**config.mk**
```make
export PLATFORM = sky130hd
export DESIGN_NAME = fsm_seq_ctrl
export DESIGN_NICKNAME = d
export VERILOG_FILES = /design/src/rtl/fsm_seq_ctrl.sv
export SDC_FILE = /design/constraint.sdc
export NUM_CORES = 1
export LEC_CHECK = 0
export ABC_AREA = 0
export CAP_MARGIN = 40
export CORE_MARGIN = 2
export CORE_UTILIZATION = 58
export DETAILED_ROUTE_END_ITERATION = 6
export GPL_ROUTABILITY_DRIVEN = 1
export PLACE_DENSITY = 0.84
export SLEW_MARGIN = 40
export SYNTH_ARGS = -nofsm -noshare
export SYNTH_HDL_FRONTEND = slang
export SYNTH_SLANG_ARGS = --single-unit
```
**constraint.sdc**
```tcl
create_clock -name clk -period 6.34 [get_ports clk]
set_input_delay 1.268 -clock clk [delete_from_list [all_inputs] [get_ports clk]]
set_output_delay 1.268 -clock clk [all_outputs]
set_load 0.01 [all_outputs]
```
**src/rtl/fsm_seq_ctrl.sv**
```systemverilog
// fsm_seq_ctrl: drives A/B of the 5-state handshake FSM through one full pass, confirming steps via o_a/o_b and timing out stalls; optional abort input under FSM_SEQ_ABORT_EN
module fsm_seq_ctrl #(
  parameter int TIMEOUT = 16,
  parameter int TW      = 5
) (
  input  logic       clk,
  input  logic       rst,
  input  logic       start,
  input  logic       mode,
  input  logic [3:0] hold_cycles,
  input  logic       fb_a,
  input  logic       fb_b,
`ifdef FSM_SEQ_ABORT_EN
  input  logic       abort,
`endif
  output logic       a_out,
  output logic       b_out,
  output logic       busy,
  output logic       done,
  output logic       err,
  output logic [2:0] err_step,
  output logic [2:0] step
);
  typedef enum logic [2:0] {
    IDLE    = 3'd0,
    WAIT_S1 = 3'd1,
    DWELL1  = 3'd2,
    GO_S2   = 3'd3,
    DWELL2  = 3'd4,
    GO_S3   = 3'd5,
    EXIT    = 3'd6,
    SETTLE  = 3'd7
  } state_t;
  state_t          state_q, state_d;
  logic            mode_q, mode_d;
  logic [3:0]      hold_q, hold_d;
  logic [TW-1:0]   tmo_q, tmo_d;
  logic [3:0]      dw_q, dw_d;
  logic            a_q, a_d, b_q, b_d;
  logic            busy_q, busy_d, done_q, done_d, err_q, err_d;
  logic [2:0]      err_step_q, err_step_d;
  logic [3:0]      hold_eff;
  logic            dwell_last, waiting, cond;
  logic            abort_req;
`ifdef FSM_SEQ_ABORT_EN
  assign abort_req = abort & busy_q;
`else
  assign abort_req = 1'b0;
`endif
  assign hold_eff   = (hold_q == 4'd0) ? 4'd1 : hold_q;
  assign dwell_last = (dw_q == hold_eff - 4'd1);
  // next-state, counters and registered output values derived from the next state
  always_comb begin
    state_d    = state_q;
    mode_d     = mode_q;
    hold_d     = hold_q;
    tmo_d      = tmo_q;
    dw_d       = dw_q;
    done_d     = 1'b0;
    err_d      = 1'b0;
    err_step_d = err_step_q;
    waiting    = 1'b0;
    cond       = 1'b0;
    case (state_q)
      IDLE: if (start && !done_q && !err_q) begin
        state_d    = WAIT_S1;
        mode_d     = mode;
        hold_d     = hold_cycles;
        err_step_d = 3'd0;
      end
      WAIT_S1: begin
        waiting = 1'b1;
        cond    = fb_a & ~fb_b;
        if (cond) state_d = DWELL1;
      end
      DWELL1: state_d = dwell_last ? GO_S2 : DWELL1;
      GO_S2: begin
        waiting = 1'b1;
        cond    = fb_b;
        if (cond) state_d = DWELL2;
      end
      DWELL2: state_d = dwell_last ? GO_S3 : DWELL2;
      GO_S3: begin
        waiting = 1'b1;
        cond    = ~fb_a & ~fb_b;
        if (cond) state_d = EXIT;
      end
      EXIT: begin
        waiting = ~mode_q;
        cond    = fb_a;
        if (mode_q || cond) state_d = SETTLE;
      end
      SETTLE: if (dw_q == 4'd1) begin
        state_d = IDLE;
        done_d  = 1'b1;
      end
      default: state_d = IDLE;
    endcase
    if (waiting && !cond) begin
      if (tmo_q == TW'(TIMEOUT - 1)) begin
        state_d    = IDLE;
        err_d      = 1'b1;
        err_step_d = state_q;
      end else begin
        tmo_d = tmo_q + 1'b1;
      end
    end
    if (abort_req) begin
      state_d    = IDLE;
      err_d      = 1'b1;
      done_d     = 1'b0;
      err_step_d = 3'd0;
    end
    dw_d = (state_d != state_q) ? 4'd0 : (state_q inside {DWELL1, DWELL2, SETTLE}) ? dw_q + 4'd1 : dw_q;
    if (state_d != state_q) tmo_d = '0;
    a_d    = (state_d inside {GO_S2, GO_S3}) || (state_d == EXIT && mode_d);
    b_d    = (state_d inside {GO_S2, GO_S3}) || (state_d == EXIT && !mode_d);
    busy_d = (state_d != IDLE);
  end
  // state and output registers, cleared asynchronously
  always_ff @(posedge clk or posedge rst) begin
    if (rst) begin
      state_q    <= IDLE;
      mode_q     <= 1'b0;
      hold_q     <= '0;
      tmo_q      <= '0;
      dw_q       <= '0;
      a_q        <= 1'b0;
      b_q        <= 1'b0;
      busy_q     <= 1'b0;
      done_q     <= 1'b0;
      err_q      <= 1'b0;
      err_step_q <= '0;
    end else begin
      state_q    <= state_d;
      mode_q     <= mode_d;
      hold_q     <= hold_d;
      tmo_q      <= tmo_d;
      dw_q       <= dw_d;
      a_q        <= a_d;
      b_q        <= b_d;
      busy_q     <= busy_d;
      done_q     <= done_d;
      err_q      <= err_d;
      err_step_q <= err_step_d;
    end
  end
  assign a_out    = a_q;
  assign b_out    = b_q;
  assign busy     = busy_q;
  assign done     = done_q;
  assign err      = err_q;
  assign err_step = err_step_q;
  assign step     = state_q;
endmodule

```
# Word level (Yosys, flattened, before mapping)
# Index checks and enable logic that the tools add are counted.
[op_classes]
n_eq_ne = 15
add_sub_neg = 3
bitwise_logic = 5
n_mux = 29
n_reduce_logical = 22
[ops]
columns = ["op", "count"]
rows = [
  ["2-to-1 mux 3 bit", 12],
  ["one-hot mux 3 bit (8 select lines)", 1],
  ["== test 3 bit (second input constant)", 6],
  ["2-to-1 mux 5 bit", 3],
  ["2-to-1 mux 4 bit", 3],
  ["== test 3 x 2 -> 1 bit (second input constant)", 3],
  ["2-to-1 mux 1 bit", 8],
  ["nonzero test 2 bit", 3],
  ["nonzero test 3 bit", 2],
  ["adder 5 x 1 -> 5 bit (second input constant)", 1],
  ["== test 5 x 4 -> 1 bit (second input constant)", 1],
  ["logical AND 1 bit", 5],
  ["adder 4 x 1 -> 4 bit (second input constant)", 1],
  ["== test 4 x 1 -> 1 bit (second input constant)", 1],
  ["== test 4 bit", 1],
  ["logical NOT 1 bit", 4],
  ["logical NOT 4 bit", 1],
  ["one-hot mux 1 bit (4 select lines)", 1],
  ["AND reduction 2 bit", 2],
  ["subtractor 4 x 1 -> 4 bit (second input constant)", 1],
  ["== test 3 x 1 -> 1 bit (second input constant)", 1],
  ["logical NOT 3 bit", 1],
  ["logical OR 1 bit", 3],
  ["!= test 3 bit", 1],
  ["other kinds (5)", 8],
]
[totals]
out_inout_bits = 11
input_bits = 10
ff_bits = 25
wordCells = 85

# Longest topological paths before layout
[depth]
ltp_word = 11
ltp_mapped = 9

# Worst setup path after synthesis
# Ideal clock, no wire load.
[synth_timing]
kind = "input to register"
startpoint = "input port fb_a"
endpoint = "register tmo_q[1]"
required_ns = 6.252
setup_slack_ns = 3.711
path_buffers = 1
t_arrival_ns = 2.541
cell_stages = 7
path_cell_list = "buf_2 nor4b_1 o21ai_1 a21oi_1 a31oi_4 xor2_4 nor3b_1"
[synth_between]
elab_chain_cells = 9
[synth_lines]
columns = ["item", "line_no", "text"]
rows = [
  ["start: declaration", "11", "input logic fb_a,"],
  ["inverter 1 bit", "85", "cond = ~fb_a & ~fb_b;"],
  ["bitwise AND 1 bit", "85", ""],
  ["2-to-1 mux 3 bit or one-hot mux 1 bit (4 select lines) (tied branches)", "86, 64", ""],
  ["one-hot mux 3 bit (8 select lines) or logical NOT 1 bit (tied branches)", "64, 99", ""],
  ["2-to-1 mux 3 bit or logical AND 1 bit (tied branches)", "100, 99", ""],
  ["2-to-1 mux 3 bit *", "99", "if (waiting && !cond) begin"],
  ["via state_d[0]", "34", "state_t state_q, state_d;"],
  ["!= test 3 bit *", "115", "if (state_d != state_q) tmo_d = '0;"],
  ["!= test 2 x 1 -> 1 bit (no source line) or nonzero test 2 bit (tied branches)", "-", ""],
  ["AND reduction 2 bit (no source line)", "-", ""],
  ["end signal: assignment", "138", "tmo_q <= tmo_d;"],
  ["end: declaration", "37", "logic [TW-1:0] tmo_q, tmo_d;"],
]
# The timed path passes the listed nets; every way through them passes the cells marked *.
# A chain may end at the register's enable or synchronous reset.

# Worst setup path after layout
# Ends and elaborated chain as after synthesis.

==> parameters.txt <==
Parameter                              Value

Detailed routing
  Avg Vias per Cell    between 5 and 6
  Number of optimization iterations in the first detailed-route pass    4
  Total number of vias    approximately 1,200
  ANT nets after route    0
  DRC viols    0
  Average routed wire per standard cell    14.86 um
  Sum of routed wire length over all layers    3077 um
  DR iter-0 viols    between 50 and 60

Die
  Die Span X    55.97 um
  Row Count    18
  Vert. Die Dim    between 50 and 60 um
  Starting Density    0.6210
  Std-Cell Core Area    2522 um^2
  Die Area    ~3100 um^2
  # IOs    21

Clocking
  Count of hold-fix buffers inserted at cts    0
  Clock-pin slew of the registers on the worst-case setup and hold paths    around 150 ps
  Number of setup buffers added after CTS    0
  Clock tree from TritonCTS    yes
  Number of buffers added by the clock tree synthesis step    3
  Level count of the clock H-tree    1
  Clock root buffer    clkbuf_4
  Number of buffers on the longest clock path    2
  Clock tree sinks    25
  Post-cts gate resize count    0
  Clock network latency to the later pin of the worst-skew pair    between 300 and 400 ps

Critical path
  Critical register-to-register path startpoint    step[0]
  Endpoint required time on the critical path    6570 ps
  Critical Setup Path Class    primary input to register
  Startpoint type of the worst setup path    primary input
  Reg-to-reg slack, setup    between 3000 and 4000 ps
  Arrival time of the worst setup path    about 3400 ps
  Capture point of the worst reg-to-reg path    tmo_q[1]
  Worst reg-to-reg path cell count    6
  Crit-path max FO    11
  Setup crit end kind    register

Final layout
  Synth-to-layout area growth    14.38%
  Footprint of the multi-input gates    ~860 um^2
  Fraction of final layout cells with drive strength greater than 1    0.1073
  Post-layout net count    around 190
  Flip-flop and latch area    around 630 um^2
  Final-layout fill cell count    200
  Final design utilization    0.7103
  Total inserted antenna cells    0

Yosys
  Number of storage elements in the synthesis netlist    25
  Main flop type after synthesis    dfrtp_1
  Number of flops mapped to enable cells by yosys    0
  Post-synth design cell area    roughly 1600 um^2
  Distinct cell type count after synthesis    43
  Mean instance size in the synthesized netlist    9.791 um^2
  Syn Nets    around 180
  Post-synth ARST share    1.000
  Sequential fraction of the synthesis area    0.3994
  Warning count from the yosys run    0
  Number of instances in the synthesized netlist    160

Outcome
  Result of the run    finished clean

Placed design
  Final RePlAce weighted congestion    between 0.7 and 0.8
  Port buffer count    20
  Dpl hpwl    2300 um

Worst hold path
  Hold depth    2
  Startpoint of the most critical hold path    err_step[2]
  Class of the worst hold path    register to register
  Hold Path Sink    err_step[2]

Timing
  Number of setup violations in the final report    0
  Worst slew pin tran    between 600 and 700 ps
  Fin Clk Skew    5.299 ps
  Max-slew violation total from the final report    0
  Tmin final    about 3200 ps
  Worst-case headroom to the max-slew limit    0.5613
  Share of the clock period used by the worst path    0.5032
  Total negative slack for setup checks    0 ps
  Setup repair after global routing missed its margin    false
  Hold Fails Final Rpt    0
  Max Clock Freq    ~310 MHz

Flow run
  MaxCap Viol Count    0

Power and ir drop
  Power Dens Cells    ~450 nW/um^2
  Static power due to leakage    about 0.77 nW
  Peak supply drop    approximately 300 uV

Global route
  Global-route wire length before repair    around 5400 um
  Initial antenna violation count    0
  Pin count of the biggest net entering global routing    26
  Total routing resource utilization after global routing    0.2126
  Congestion Overflow GR    0
  Via count of the first global-routing pass    around 1,200
-- worst max-delay path by stage --
| stage | startpoint | end | cells past startpoint |
|---|---|---|---|
| 3_5_place_dp | fb_a | tmo_q[1] | 7 |
| 5_1_grt | fb_a | dw_q[2] | 7 |
| 2_1_floorplan | fb_a | tmo_q[1] | 7 |
| 4_1_cts | fb_a | tmo_q[1] | 7 |
| 3_3_place_gp | fb_a | tmo_q[1] | 7 |
| 6_report | fb_a | tmo_q[1] | 7 |
-- layout by cell type, fill, tap and decap left out, drive strengths merged, types with 2 or more instances in the layout --
cell type,netlist,layout
xnor2,4,4
mux2,6,6
nor4b,2,2
mux2i,3,3
nor2,17,17
and3,2,2
clkdlybuf4s50,0,20
nand4,2,2
ha,5,5
xor2,6,6
nor2b,2,2
nor3,5,5
nand2b,2,2
nand3,2,2
a211oi,2,2
clkbuf,1,3
o211ai,3,3
a21oi,7,7
nand2,16,16
a221oi,2,2
dfrtp,25,25
inv,10,10
nor3b,4,4
o21ai,12,12
-- synthesized netlist by cell type, types with 4 or more instances --
cell type	instances	area, um^2
dfrtp_1	25	625.6
nor2_1	17	63.81
nand2_1	16	60.06
inv_1	10	37.54
o21ai_0	10	50.05
a21oi_1	7	35.03
mux2_2	6	67.56
ha_1	5	62.56
nor3_1	5	25.02
xor2_1	5	43.79
buf_2	4	20.02
xnor2_1	4	35.03
-- worst max-delay path: stages --
cell and delay [ps]:
clkdlybuf4s50_1 540, nor4b_1 320, o21ai_1 230, a21oi_2 510
a31oi_4 90, xor2_4 210, nor3b_1 250
-- per-layer routing --
| metal | part of all wire | routed length, um | track usage |
|---|---|---|---|
| met5 | 0 | 0 | 0 |
| met2 | 0.49 | 1513 | 0.3361 |
| met3 | 0.035 | 108 | 0.04651 |
| met1 | 0.45 | 1389 | 0.2921 |
| met4 | 0.022 | 67 | 0.06463 |
-- per-stage QoR --
stage                     total power, mW  worst slack (ps)  hold WS [ps]  cell area (um^2)  cells
after CTS                          0.8103              2900         543.6              1788    207
final                              0.8102              3150         542.3              1792    207
after global routing               0.8807              2927         570.5              1792    207
after floorplan                    0.6370              3711         514.5              1567    160
after global placement             0.7110              2709         522.7              1758    203
after detailed placement           0.7366              2537         524.7              1758    203
-- sequential cells by signal, summed over array words and instances, names as in the netlist --
signal    flops
err_step      3
a_out         1
step          3
b_out         1
hold_q        4
done          1
dw_q          4
tmo_q         5
mode_q        1
busy          1
err           1
-- final cells by class --
cell class	instances	area share
Multi-Input combinational cell	118	0.4804
Sequential cell	25	0.3492
Timing Repair Buffer	20	0.1117
Inverter	10	0.02095
Tap cell	30	0.02095
Clock buffer	3	0.01257
Clock inverter	1	0.004190
-- cells by family (layout without fill, tap and decap cells) --
logic type	count (synthesis)	count (layout)	share of synthesized area
buffers and inverters	17	34	0.05351
DFF	25	25	0.3994
AOI/OAI and AO/OA	34	34	0.1526
and+or+nand+nor	59	59	0.2093
muxes	9	9	0.06230
xor gates and xnor gates	11	11	0.08306
adders and majority gates	5	5	0.03994
-- where the power goes --
part / internal (mW) / total [mW] / switching [mW]
clock network: 0.0240 / 0.0740 / 0.0499
logic: 0.221 / 0.440 / 0.220
registers: 0.205 / 0.296 / 0.0907
No activity file was read; power rests on OpenSTA's default activity.
